[src/rtl/moving_average_peak_detect.sv]
// moving_average_peak_detect: hysteresis peak detector on a signed 8-bit moving-average stream.
//   system1000      clock, all state on rising edge
//   system1000_rst  asynchronous active-high reset
//   avg_i           signed sample, one per clock
//   peak_o          signed value of the last emitted peak
//   peak_valid_o    one-cycle strobe when peak_o updates
//   peak_count_o    saturating count of emitted peaks
//   busy_o          high while tracking a pulse
//   peak_time_o     cycle stamp of the emitted peak sample (only with PEAK_DETECT_TIMESTAMP_EN)
module moving_average_peak_detect #(
  parameter logic signed [7:0] THRESH_HI = 8'sd32,
  parameter logic signed [7:0] THRESH_LO = 8'sd16,
  parameter int unsigned       MIN_DWELL = 4
)(
  input  logic              system1000,
  input  logic              system1000_rst,
  input  logic signed [7:0] avg_i,
  output logic signed [7:0] peak_o,
  output logic              peak_valid_o,
  output logic [15:0]       peak_count_o,
  output logic              busy_o
`ifdef PEAK_DETECT_TIMESTAMP_EN
  ,output logic [15:0]      peak_time_o
`endif
);
  localparam logic [7:0] DWELL_MAX = 8'(MIN_DWELL);
  if (THRESH_LO >= THRESH_HI) begin : g_bad_thresh
    $error("THRESH_LO must be below THRESH_HI");
  end
  if (MIN_DWELL < 1 || MIN_DWELL > 255) begin : g_bad_dwell
    $error("MIN_DWELL must be in 1..255");
  end
  typedef enum logic {IDLE, TRACK} state_t;
  state_t            state, state_n;
  logic signed [7:0] peak, peak_n;
  logic [7:0]        dwell, dwell_n;
  logic [15:0]       peak_cnt;
  logic              arm, below, take, emit;
  assign peak_count_o = peak_cnt;
  always_ff @(posedge system1000 or posedge system1000_rst)
    if (system1000_rst) state <= IDLE;
    else state <= state_n;
  always_comb begin
    arm     = avg_i > THRESH_HI;
    below   = avg_i < THRESH_LO;
    state_n = state == IDLE ? (arm ? TRACK : IDLE) : (below ? IDLE : TRACK);
  end
  // The releasing sample never enters the max; ties keep the earlier peak.
  always_comb begin
    take    = state == IDLE ? arm : (!below && avg_i > peak);
    emit    = state == TRACK && below && dwell >= DWELL_MAX;
    peak_n  = take ? avg_i : peak;
    dwell_n = state == IDLE ? (arm ? 8'd1 : dwell) : (dwell >= DWELL_MAX ? dwell : dwell + 8'd1);
  end
  always_ff @(posedge system1000 or posedge system1000_rst)
    if (system1000_rst) begin
      peak         <= '0;
      dwell        <= '0;
      peak_o       <= '0;
      peak_valid_o <= 1'b0;
      peak_cnt     <= '0;
      busy_o       <= 1'b0;
    end else begin
      peak         <= peak_n;
      dwell        <= dwell_n;
      peak_valid_o <= emit;
      busy_o       <= state_n == TRACK;
      if (emit) peak_o <= peak;
      if (emit && peak_cnt != 16'hFFFF) peak_cnt <= peak_cnt + 16'd1;
    end
`ifdef PEAK_DETECT_TIMESTAMP_EN
  logic [15:0] ts_cnt, peak_t;
  always_ff @(posedge system1000 or posedge system1000_rst)
    if (system1000_rst) begin
      ts_cnt      <= '0;
      peak_t      <= '0;
      peak_time_o <= '0;
    end else begin
      ts_cnt <= ts_cnt + 16'd1;
      if (take) peak_t <= ts_cnt;
      if (emit) peak_time_o <= peak_t;
    end
`endif
endmodule
[config.mk]
export PLATFORM = sky130hd
export DESIGN_NAME = moving_average_peak_detect
export DESIGN_NICKNAME = d
export VERILOG_FILES = /design/src/rtl/moving_average_peak_detect.sv
export SDC_FILE = /design/constraint.sdc
export NUM_CORES = 1
export LEC_CHECK = 0
export CAP_MARGIN = 20
export CELL_PAD_IN_SITES_DETAIL_PLACEMENT = 0
export CELL_PAD_IN_SITES_GLOBAL_PLACEMENT = 2
export CORE_MARGIN = 5
export CORE_UTILIZATION = 37
export CTS_CLUSTER_SIZE = 16
export DETAILED_ROUTE_END_ITERATION = 6
export PLACE_DENSITY_LB_ADDON = 0.1
export RECOVER_POWER = 25
export SYNTH_ARGS = -nofsm -noshare
export SYNTH_HDL_FRONTEND = slang
export SYNTH_SLANG_ARGS = --single-unit
[constraint.sdc]
create_clock -name system1000 -period 3.2 [get_ports system1000]
set_input_delay 0.96 -clock system1000 [delete_from_list [all_inputs] [get_ports system1000]]
set_output_delay 0.96 -clock system1000 [all_outputs]
set_load 0.1 [all_outputs]
==> impl_metrics.toml <==
[critical_path]
r2r_slack_ps = 1190
crit_fanout = 7
endpoint_kind = "flop"
path_buf_inv = 1
path_cells = "clkdlybuf4s50_1 > ha_1 > nand4_1 > o221ai_1 > a311o_1 > nand2_4 > mux2_4"
critical_path_class = "input pin to flop"
crit_arrival_ps = 3030
crit_cells = 7
crit_family = "buffers and inverters"
critical-path-max-stage-delay_ps = 620
cp_data_required_time_ps = 3370
start_kind = "input pin"
rr_worst_depth = 7
slowest_stage = "clkdlybuf4s50_1"

[power_and_ir_drop]
p_clk_share_pct = 16.1
power.switching_mw = 0.925
p_leak_nw = 1.25
irDropWorstVdd_v = 0.000346
p_per_area_nw_per_um2 = 777
p_int_mw = 1.04
combPwrFrac_pct = 46.8
p_sw_share_pct = 47.1
seqPwrFrac_pct = 37.0

[layout]
fin_cells = 295
fin_nets = 244
drive_gt1_share_pct = 25.1
syn2layout_area_growth_pct = 21.9
antennaDiodeCount = 0
layout_common_cells = "42 x dfrtp_1, 31 x buf_4, 16 x inv_1, 14 x nand2_1"
layout_commonest_cell = "dfrtp_1"
post-route-util_pct = 46.2

[logic_synthesis]
synth_area_leaders = "dfrtp_1 51%, ha_1 6.6%, mux2_4 5.1%"
synth.yosys.seq_area_share_pct = 50.7
synth-edff-count = 0
synth_area_leader_cell = "dfrtp_1"
syn_nets = 200
synthFlopType = "dfrtp_1"
async_flop_share_pct = 100
synth_top_area_share_pct = 50.7
synth_seq_cells = 42
avgSynthCellArea_um2 = 11.6
synth_cell_types = 40
syn_area_um2 = 2070
yosys_warnings = 0
syn_inst = 179

[clock_network]
numCtsBuffers = 5
insertion_delay_ps = 280
cts_hold_buf = 0
cts.sinks = 42
cts_setup_buffers = 0
ctsResizeCount = 0
clkTransAtPathRegs_ps = 80
cts_root_buffer = "clkbuf_8"
htreeDepth = 2
cts_tree = "done"
clockBufferDepth = 2

[placement]
hpwl_um = 3230
portBuffers = 35
dp_cells = 288
gp_congestion = 0.897

[global_route]
grt_use_total_pct = 12.6
antenna_found_initial = 0
grt_pass1_wl_um = 7320
grt_max_degree = 43
grt_pass1_vias = 1575
gr-total-overflow = 0

[sta]
tightest_slew_ps = 1050
fmax_ghz = 0.349
final.period_utilization_pct = 89.4
final.setup_skew_ps = 6.06
period_minus_slack_ps = 2860
finalSetupViolations = 0
slew_violations = 0
rsz0062_at_grt = "false"
fin_setup_tns_ps = 0
maxSlewHeadroom_pct = 29.7
hold_viol_final = 0
hold_ws_ps = 486

[detailed_routing]
drtIter0Drc = 68
route.detailed.drc = 0
top_layer = "met4"
met1_length_um = 1970
dr.pass1.iters = 4
met3_length_um = 202
dr_wl_met2_um = 1960
via_per_inst = 4.91
totalWireLength_um = 4190
route.vias.total = 1448
drt-wirelength-per-cell_um = 14.2
ant_nets = 0

[min_path]
holdPathStages = 2
hold_class = "flop to flop"

[floorplan]
die_h_um = 84.9
die_area_um2 = 7200
ioPinCount = 36
placementRows = 27
fp.dieW_um = 84.9
initial_core_util_pct = 37.9
coreArea_um2 = 5470

[run_status]
outcome = "finished clean"

[job]
maxCapViolations = 0
cell type report:
type                       instances  area [um2]
timing repair buffer              41         328
multi-input combinational        117         920
clock buffer                       5        68.8
tap                               72        90.1
sequential                        42        1050
clock inverter                     2        10.0
fill                             534        2950
inverter                          16        60.1
metal layers:
layer / vias up / global-route usage (%)
met5: - / 0
met2: 32 / 20.3
li1: 712 / -
met1: 698 / 16.2
met4: 0 / 4.89
met3: 6 / 3.40
sequential cells by signal (all words and copies together) (netlist names):
signal / count
peak: 8
peak_o: 8
dwell: 8
peak_valid_o: 1
busy_o: 1
peak_count_o: 16
per-stage QoR:
step                      setup slack, ps  instance area, um2  total power, mW
after floorplan                       717                2070             1.45
after global placement                143                2450             1.65
after detailed placement             62.7                2450             1.67
after CTS                             364                2530             1.99
after global routing                  294                2530             2.07
final                                 338                2530             1.96
worst register-to-register path: cells and delay by family, from the launching register on:
kind	cells	cell delay [ps]
AO/OA/AOI/OAI	2	530
AND/OR/NAND/NOR	2	360
flip-flops	1	320
adder cells (fa/ha/maj)	1	320
multiplexers	1	310
buffers and inverters	1	70
synth_stat cells, drive strengths merged, types with 2 or more instances:
| master | instances |
|---|---|
| nor3b | 2 |
| dfrtp | 42 |
| ha | 11 |
| nand2 | 15 |
| nor4 | 4 |
| and4 | 4 |
| inv | 16 |
| nor3 | 3 |
| a21oi | 6 |
| buf | 3 |
| o21ai | 7 |
| xnor2 | 11 |
| mux2 | 8 |
| nor2b | 5 |
| xor2 | 4 |
| nand4 | 9 |
| and3 | 4 |
| nand3 | 6 |
| nor2 | 5 |
power groups by stage:
stage,clock network [mW],registers (mW),logic (mW)
after detailed placement,0,0.738,0.929
after global placement,0,0.733,0.913
after floorplan,0,1.17,0.282
after global routing,0.350,0.744,0.980
final,0.317,0.728,0.920
after CTS,0.334,0.728,0.930
path summary, 6_finish.rpt:
path / startpoint / to
worst max-delay path: avg_i[6] / peak[3]
worst min-delay path: peak_o[3] / peak_o[3]
worst max register to register: peak[7] / peak[3]
worst min register to register: peak_o[3] / peak_o[3]
max in group asynchronous: system1000_rst / peak[7]
min in group asynchronous: system1000_rst / peak_valid_o
cells by family after synthesis:
group | Yosys count | share of synthesized area (%)
simple gates | 60 | 17.1
flops | 42 | 50.7
compound gates | 23 | 8.63
buf+inv | 20 | 4.95
xor+xnor | 15 | 6.34
fa+ha+maj | 11 | 6.64
mux | 8 | 5.61
No activity file was read; power rests on OpenSTA's default activity.
